<file path="src/rtl/load_aligner_unit.sv">
// Load aligner: fetches the word(s) holding a RISC-V load, then extracts and extends the result.
// Define LOAD_MISALIGNED_SPLIT_EN to service word-spanning loads with two reads instead of faulting.

module load_aligner_lane #(
  parameter int LANE = 0
) (
  input  logic [7:0][7:0] win,
  input  logic [1:0]      off,
  output logic [7:0]      byte_o
);
  logic [2:0] idx;
  assign idx    = 3'(off) + 3'(LANE);
  assign byte_o = win[idx];
endmodule

module load_aligner_unit (
  input  logic        clk,
  input  logic        rst,
  input  logic        req_valid,
  input  logic [2:0]  req_funct3,
  input  logic [31:0] req_addr,
  output logic        req_ready,
  output logic        stall,
  output logic        dmem_read,
  output logic [31:0] dmem_address,
  input  logic [31:0] dmem_rdata,
  input  logic        dmem_resp,
  output logic        load_valid,
  output logic [31:0] load_data,
  output logic        load_fault
);

`ifdef LOAD_MISALIGNED_SPLIT_EN
  typedef enum logic [1:0] {IDLE = 2'd0, READ0 = 2'd1, READ1 = 2'd2, RESP = 2'd3} state_e;
`else
  typedef enum logic [1:0] {IDLE = 2'd0, READ0 = 2'd1, RESP = 2'd3} state_e;
`endif

  state_e      state_q, state_d;
  logic [2:0]  f3_q, f3_d;
  logic [1:0]  off_q, off_d;
  logic        dmem_read_q, dmem_read_d;
  logic [31:0] dmem_address_q, dmem_address_d;
  logic        load_valid_q, load_valid_d;
  logic [31:0] load_data_q, load_data_d;
  logic        load_fault_q, load_fault_d;

  logic        legal_req, fault_req;
  logic [7:0][7:0] win;
  logic [3:0][7:0] raw;
  logic [31:0] ext;

  always_comb begin
    legal_req = 1'b0;
    case (req_funct3)
      3'b000, 3'b001, 3'b010, 3'b100, 3'b101: legal_req = 1'b1;
      default:                                 legal_req = 1'b0;
    endcase
  end

`ifdef LOAD_MISALIGNED_SPLIT_EN
  logic [31:0] buf_q, buf_d;
  logic        spans;
  // Half at offset 3 or word at any nonzero offset crosses into the next word.
  assign spans = (f3_q[1:0] == 2'b01 && off_q == 2'd3) ||
                 (f3_q[1:0] == 2'b10 && off_q != 2'd0);
  assign fault_req = !legal_req;
  assign win = (state_q == READ1) ? {dmem_rdata, buf_q} : {32'h0, dmem_rdata};
`else
  assign fault_req = !legal_req ||
                     (req_funct3[1:0] == 2'b01 && req_addr[0]) ||
                     (req_funct3[1:0] == 2'b10 && req_addr[1:0] != 2'd0);
  assign win = {32'h0, dmem_rdata};
`endif

  for (genvar i = 0; i < 4; i++) begin : g_lane
    load_aligner_lane #(.LANE(i)) u_lane (
      .win    (win),
      .off    (off_q),
      .byte_o (raw[i])
    );
  end

  always_comb begin
    ext = 32'h0;
    case (f3_q)
      3'b000:  ext = {{24{raw[0][7]}}, raw[0]};
      3'b100:  ext = {24'h0, raw[0]};
      3'b001:  ext = {{16{raw[1][7]}}, raw[1], raw[0]};
      3'b101:  ext = {16'h0, raw[1], raw[0]};
      3'b010:  ext = raw;
      default: ext = 32'h0;
    endcase
  end

  always_comb begin
    state_d        = state_q;
    f3_d           = f3_q;
    off_d          = off_q;
    dmem_read_d    = dmem_read_q;
    dmem_address_d = dmem_address_q;
    load_valid_d   = 1'b0;
    load_data_d    = load_data_q;
    load_fault_d   = load_fault_q;
`ifdef LOAD_MISALIGNED_SPLIT_EN
    buf_d          = buf_q;
`endif
    case (state_q)
      IDLE: begin
        if (req_valid) begin
          f3_d  = req_funct3;
          off_d = req_addr[1:0];
          if (fault_req) begin
            state_d      = RESP;
            load_valid_d = 1'b1;
            load_data_d  = 32'h0;
            load_fault_d = 1'b1;
          end else begin
            state_d        = READ0;
            dmem_read_d    = 1'b1;
            dmem_address_d = {req_addr[31:2], 2'b00};
          end
        end
      end
      READ0: begin
        if (dmem_resp) begin
`ifdef LOAD_MISALIGNED_SPLIT_EN
          if (spans) begin
            // Keep the read strobe up and move on to the following word.
            state_d        = READ1;
            buf_d          = dmem_rdata;
            dmem_address_d = dmem_address_q + 32'd4;
          end else begin
            state_d      = RESP;
            dmem_read_d  = 1'b0;
            load_valid_d = 1'b1;
            load_data_d  = ext;
            load_fault_d = 1'b0;
          end
`else
          state_d      = RESP;
          dmem_read_d  = 1'b0;
          load_valid_d = 1'b1;
          load_data_d  = ext;
          load_fault_d = 1'b0;
`endif
        end
      end
`ifdef LOAD_MISALIGNED_SPLIT_EN
      READ1: begin
        if (dmem_resp) begin
          state_d      = RESP;
          dmem_read_d  = 1'b0;
          load_valid_d = 1'b1;
          load_data_d  = ext;
          load_fault_d = 1'b0;
        end
      end
`endif
      RESP:    state_d = IDLE;
      default: state_d = IDLE;
    endcase
  end

  always_ff @(posedge clk) begin
    if (rst) begin
      state_q        <= IDLE;
      f3_q           <= 3'h0;
      off_q          <= 2'h0;
      dmem_read_q    <= 1'b0;
      dmem_address_q <= 32'h0;
      load_valid_q   <= 1'b0;
      load_data_q    <= 32'h0;
      load_fault_q   <= 1'b0;
`ifdef LOAD_MISALIGNED_SPLIT_EN
      buf_q          <= 32'h0;
`endif
    end else begin
      state_q        <= state_d;
      f3_q           <= f3_d;
      off_q          <= off_d;
      dmem_read_q    <= dmem_read_d;
      dmem_address_q <= dmem_address_d;
      load_valid_q   <= load_valid_d;
      load_data_q    <= load_data_d;
      load_fault_q   <= load_fault_d;
`ifdef LOAD_MISALIGNED_SPLIT_EN
      buf_q          <= buf_d;
`endif
    end
  end

  assign req_ready    = (state_q == IDLE);
  assign stall        = !req_ready || (req_valid && req_ready);
  assign dmem_read    = dmem_read_q;
  assign dmem_address = dmem_address_q;
  assign load_valid   = load_valid_q;
  assign load_data    = load_data_q;
  assign load_fault   = load_fault_q;

endmodule

</file>
<file path="config.mk">
export PLATFORM = sky130hd
export DESIGN_NAME = load_aligner_unit
export DESIGN_NICKNAME = d
export VERILOG_FILES = /design/src/rtl/load_aligner_unit.sv
export SDC_FILE = /design/constraint.sdc
export NUM_CORES = 1
export LEC_CHECK = 0
export CORE_MARGIN = 1
export CORE_UTILIZATION = 46
export CTS_BUF_LIST = sky130_fd_sc_hd__clkbuf_8
export CTS_CLUSTER_SIZE = 14
export DETAILED_ROUTE_END_ITERATION = 10
export GPL_TIMING_DRIVEN = 0
export PLACE_DENSITY = 0.78
export REMOVE_ABC_BUFFERS = 1
export SKIP_LAST_GASP = 1
export SLEW_MARGIN = 20
export SYNTH_ARGS = -nofsm -noshare
export SYNTH_HDL_FRONTEND = slang
export SYNTH_HIERARCHICAL = 1
export SYNTH_SLANG_ARGS = --single-unit
</file>
<file path="constraint.sdc">
create_clock -name clk -period 3.5 [get_ports clk]
set_clock_uncertainty 0.05 [all_clocks]
set_input_delay 0.525 -clock clk [delete_from_list [all_inputs] [get_ports clk]]
set_output_delay 0.525 -clock clk [all_outputs]
set_load 0.05 [all_outputs]
</file>
==> results of run 1 <==
where the power goes:
| group | total, W | switching, W | internal [W] |
|---|---|---|---|
| logic | 0.000703 | 0.000364 | 0.000339 |
| registers | 0.000894 | 0.0000389 | 0.000855 |
| clock network | 0.000731 | 0.000371 | 0.000360 |
| total | 0.00233 | 0.000774 | 0.00155 |
metal layers:
| layer | wire length [um] | vias to the layer above |
|---|---|---|
| li1 | - | 1905 |
| met1 | 5057 | 1909 |
| met2 | 5739 | 167 |
| met3 | 1077 | 16 |
| met4 | 187 | 0 |
| met5 | 0 | - |
cells by family after synthesis:
kind of cell | synth area share [%]
buffers and inverters | 6.826
AO/OA/AOI/OAI | 10.75
other | 0.08055
multiplexers | 38.62
adder cells (fa/ha/maj) | 0.5374
AND/OR/NAND/NOR | 12.23
flip-flops | 30.96
final timing paths:
| path | end | slack [ps] | cells past startpoint |
|---|---|---|---|
| max | load_data[18] | 370 | 6 |
| min | dmem_read | 400 | 2 |
| max reg2reg | load_data[18] | 370 | 6 |
| min reg2reg | dmem_read | 400 | 2 |
repair_timing:
action                     CTS  global route
hold buffers                 0             0
setup endpoints to repair    0             2
gates resized for setup      0             1
critical path: cells and delay by family (launching register included):
| kind | cells | cell delay [ps] |
|---|---|---|
| adders and majority gates | 1 | 610 |
| muxes | 2 | 640 |
| DFF | 1 | 930 |
| and+or+nand+nor | 1 | 360 |
| AOI/OAI and AO/OA | 2 | 410 |
final cells by class:
class	count	area (sq um)	area share, %
Inverter	3	11.26	0.1725
Timing Repair Buffer	143	1471	22.55
Clock inverter	6	75.07	1.150
Sequential cell	72	1446	22.16
Tap cell	133	166.4	2.550
Multi-Input combinational cell	385	3218	49.31
Clock buffer	10	137.6	2.109
through the flow:
step | worst slack (ps) | total power (W) | utilization, % | hold WS [ps] | instance area [sq um]
2_1_floorplan | -346.6 | 0.001353 | - | 410.2 | 4653
3_3_place_gp | -1158 | 0.001579 | 63.34 | 385.0 | 6191
3_5_place_dp | 190.1 | 0.001609 | 64.55 | 386.1 | 6310
4_1_cts | 165.9 | 0.002351 | 66.73 | 400.4 | 6523
5_1_grt | 187.2 | 0.002436 | 66.77 | 426.7 | 6526
6_report | 370.9 | 0.002328 | 66.77 | 396.1 | 6526
placed cells by master, fill, tap and decap left out, types with 2 or more instances in the layout:
master | Yosys | layout
mux4_1 | 31 | 31
o21ai_1 | 31 | 31
mux2i_1 | 42 | 42
clkdlybuf4s50_1 | 0 | 136
buf_6 | 8 | 2
or3b_1 | 2 | 2
nor3_1 | 2 | 2
a21oi_1 | 19 | 18
nand3_1 | 15 | 15
mux4_2 | 17 | 17
nor2_1 | 37 | 37
conb_1 | 1 | 82
o211ai_1 | 17 | 17
inv_1 | 3 | 3
mux2_2 | 16 | 16
nor2b_1 | 4 | 4
o2bb2ai_1 | 7 | 7
inv_6 | 0 | 2
clkbuf_8 | 0 | 10
dfxtp_1 | 72 | 70
nand2b_1 | 33 | 33
nand2_1 | 17 | 17
buf_12 | 2 | 2
state kept, by name, indices dropped and copies added, names as in the netlist:
register      cells
dmem_address     30
dmem_read         1
f3_q              3
load_data        32
load_fault        1
load_valid        1
off_q             2
state_q           2
==> reports/qor.csv, run 1 <==
stage;metric;value;unit
cells_and_area;fin_cells;752;
cells_and_area;nNetsFinal;687;
drt;routed_wl;12060;um
drt;vias;3997;
drt;postRouteAntennaNets;0;
cells_and_area;syn2layout_area_growth;40.18;%
power;p_leak;2.574;nW
worst_setup_path;critPathLaunchType;register;
worst_setup_path;path_cells;ha_2, mux4_2, mux2_2, and2_1, o211ai_1, o21ai_1;
worst_setup_path;cp-startpoint;off_q[1];
sta;tightest_slew;1186;ps
worst_setup_path;reg2reg_from;off_q[1];
flow_run;drv_cap;0;
grt;grt_usage;23.39;%
sta;final-setup-viol-count;0;
sta;fmax;0.3196;GHz
cts;cts_max_level;3;
drt;viasPerCell;5.315;
placed_design;gp_congestion;0.8135;
grt;grt_overflow;0;
cts;cts_tree;yes;
cts;cts_root_buf;clkbuf_8;
worst_setup_path;arrival;3330;ps
synthesis;yosysTopAreaCellShare;30.96;%
floorplan;dieArea;10530;sq um
grt;grtUsageMet2;40.26;%
sta;totalNegativeSetupSlack;0;ps
floorplan;start_util;47.63;%
synthesis;ys_seq_elements;72;
cts;clock_sinks;72;
drt;drtPass1Iterations;4;
grt;antenna_found_initial;0;
drt;drc;0;
grt;grt_pass1_vias;3852;
synthesis;ys_warn_count;6;
synthesis;synth_most_common_cell;dfxtp_1;
cells_and_area;diodes;0;
floorplan;rows;36;
cts;cts.clk_slew.worst_paths;90;ps
sta;period_share;89.40;%
worst_setup_path;crit_type;register to register;
grt;grt_pass1_wl;18670;um
synthesis;yosysTopAreaCell;dfxtp_1;
cts;postCtsSetupRepairBufs;0;
hold_path;hold_class;register to register;
cts;cts_buffers;9;
hold_path;worstHoldStart;dmem_read;
synthesis;avgSynthCellArea;10.88;sq um
power;power.density;356.8;nW/um^2
synthesis;synthTopCellsByCount;72 x dfxtp_1, 42 x mux2i_1, 37 x nor2_1;
synthesis;synth.distinct_cells;37;
grt;grt_use_met1;27.99;%
synthesis;synth-async-reset-ratio;0;%
synthesis;synth-edff-count;0;
cts;clk_latency;360;ps
sta;slew_headroom;20.76;%
worst_setup_path;crit_fanout;19;
synthesis;synth_area_leaders;dfxtp_1 31%, mux4_1 17%, mux2i_1 9.0%;
synthesis;synth_flop_cell;dfxtp_1;
run_status;status;complete, no violations;
grt;grt_max_degree;51;
grt;grtUsageMet3;5.966;%
floorplan;coreArea;9774;sq um
sta;fin_crit;3129;ps
sta;maxSlewViolCount;0;
placed_design;numPortBuffers;137;
cells_and_area;drive_gt1_share;10.18;%
sta;finalHoldViolCount;0;
power;peakVddDrop;246.1;uV
synthesis;syn_inst;428;
floorplan;ios;140;
worst_setup_path;critPathSlowestCell;dfxtp_1;
placed_design;place_inst;736;
drt;drt-initial-drc-count;161;
cells_and_area;filler_cell_count;796;
floorplan;die_w;102.6;um
floorplan;dieHeight;102.6;um
worst_setup_path;critPathMaxStageDelay;930;ps
grt;top_usage_layer;met2;
worst_setup_path;end_kind;register;
synthesis;seq_area_frac_synth;30.96;%
drt;routedWlPerCell;16.04;um
synthesis;syn_area;4656;sq um
worst_setup_path;cp.required;3700;ps
sta;rsz0062_at_grt;false;
placed_design;dpl.hpwl;8501;um
cts;cts_buffer_depth;2;
Power figures use the tool's default switching activity.
==> inputs of run 2 (changes only) <==
Settings changed: CORE_MARGIN 1 to unset, GPL_TIMING_DRIVEN 0 to unset.
==> run 2 against run 1 <==
- largest cell class unchanged
- highest routed layer unchanged
- routed wire length up 1.1%
- critical path type unchanged
- global-route usage rose by 0.42 points
- first-iteration DRC count up 57%
==> reports/qor.csv, run 2 (synthesis gave the netlist of run 1 again) <==
stage;metric;value;unit
worst_setup_path;critPathLaunchType;register;
grt;grt_pass1_wl;19130;um
sta;maxSlewViolCount;0;
sta;tightest_slew;778.6;ps
flow_run;drv_cap;0;
cts;cts_max_level;3;
power;power.density;357.0;nW/um^2
drt;viasPerCell;5.301;
floorplan;ios;140;
cts;holdBufCountCts;0;
worst_setup_path;cp.required;3680;ps
cts;clock_sinks;72;
cells_and_area;nNetsFinal;693;
worst_setup_path;end_kind;register;
floorplan;coreArea;9774;sq um
cells_and_area;final_util;66.62;%
cells_and_area;final_common_cell;clkdlybuf4s50_1;
placed_design;gp_congestion;0.8185;
cts;clk_latency;350;ps
worst_setup_path;crit_path_end;load_data[25];
grt;grt_max_degree;72;
drt;routedWlPerCell;16.08;um
worst_setup_path;cp-startpoint;off_q[0];
worst_setup_path;rr_endpoint;load_data[25];
grt;grt_usage;23.81;%
cts;cts_root_buf;clkbuf_8;
cts;cts_resized;0;
cts;cts_tree;yes;
cts;cts_buffers;9;
floorplan;rows;36;
worst_setup_path;crit_fanout;17;
sta;final-setup-viol-count;0;
cts;postCtsSetupRepairBufs;0;
sta;fin_ws;648.8;ps
grt;grt_overflow;0;
cells_and_area;final_cell_mix;136 x clkdlybuf4s50_1, 82 x conb_1, 71 x dfxtp_1;
sta;finalHoldViolCount;0;
cells_and_area;filler_cell_count;812;
worst_setup_path;rr_worst_depth;6;
run_status;status;complete, no violations;
drt;drtPass1Iterations;4;
floorplan;start_util;47.63;%
power;p_leak;2.590;nW
floorplan;dieHeight;102.6;um
placed_design;dpl.hpwl;8683;um
worst_setup_path;reg2reg_from;off_q[0];
floorplan;die_w;102.6;um
floorplan;dieArea;10530;sq um
drt;postRouteAntennaNets;0;
drt;vias;4018;
power;power;0.002324;W
power;peakVddDrop;222.8;uV
cells_and_area;drive_gt1_share;10.56;%
placed_design;numPortBuffers;137;
cts;cts_buffer_depth;2;
grt;grt_pass1_vias;3979;
sta;slew_headroom;48.10;%
sta;rsz0062_at_grt;false;
drt;routed_wl;12190;um
grt;antenna_found_initial;0;
cells_and_area;diodes;0;
sta;fmax;0.3507;GHz
cells_and_area;syn2layout_area_growth;39.85;%
drt;drc;0;
sta;period_share;81.46;%
cells_and_area;seq_area;1443;sq um
worst_setup_path;r2r_setup_slack;650;ps
hold_path;hold_class;register to register;
placed_design;place_ws;666.1;ps
cells_and_area;largest_register_ffs;32;
cts;cts.clk_slew.worst_paths;90;ps
worst_setup_path;crit_type;register to register;
worst_setup_path;arrival;3030;ps
sta;hold-worst-slack;402.6;ps
cells_and_area;multi_input_area;3212;sq um
drt;drt-initial-drc-count;253;
sta;fin_crit;2851;ps
run 2: power breakdown:
part / internal [W] / total (W) / leakage [nW] / switching [W]
Combinational: 0.000334 / 0.000712 / 1.90 / 0.000378
Clock: 0.000360 / 0.000729 / 0.104 / 0.000369
Sequential: 0.000855 / 0.000883 / 0.585 / 0.0000281
run 2: worst min-delay path by stage:
| stage | startpoint | end | slack, ps | cells past startpoint |
|---|---|---|---|---|
| after detailed placement | dmem_read | dmem_read | 390 | 2 |
| after CTS | dmem_read | dmem_read | 400 | 2 |
| final | dmem_read | dmem_read | 400 | 2 |
| after global placement | dmem_read | dmem_read | 380 | 2 |
| after global routing | dmem_read | dmem_read | 420 | 2 |
| after floorplan | state_q[1] | state_q[0] | 410 | 1 |
run 2: metal layers:
metal / share of wire (%) / wire (um) / vias to the layer above / track usage [%]
li1: - / - / 1912 / -
met1: 42 / 5130 / 1917 / 28.97
met2: 48 / 5795 / 174 / 40.67
met3: 9.0 / 1103 / 15 / 6.712
met4: 1.3 / 161 / 0 / 7.802
met5: 0 / 0 / - / 0
run 2: stage by stage:
step	TNS (ps)	area (sq um)	instances
floorplan	-6342	4653	460
global placement	0	6301	742
detailed placement	0	6301	742
CTS	0	6511	758
global route	0	6511	758
finish	0	6511	758
run 2: final cells by class:
cell class | count | area share [%]
Multi-Input combinational cell | 385 | 49.33
Timing Repair Buffer | 149 | 22.56
Sequential cell | 72 | 22.16
Tap cell | 133 | 2.556
Clock buffer | 10 | 2.114
Clock inverter | 6 | 1.115
Inverter | 3 | 0.1729
run 2: worst max-delay path, stage by stage, from the launching register on:
cell      delay [ps]
dfxtp_2          630
ha_1             590
mux4_2           390
mux2_2           280
and2_1           390
o211ai_1         300
o21ai_1          100
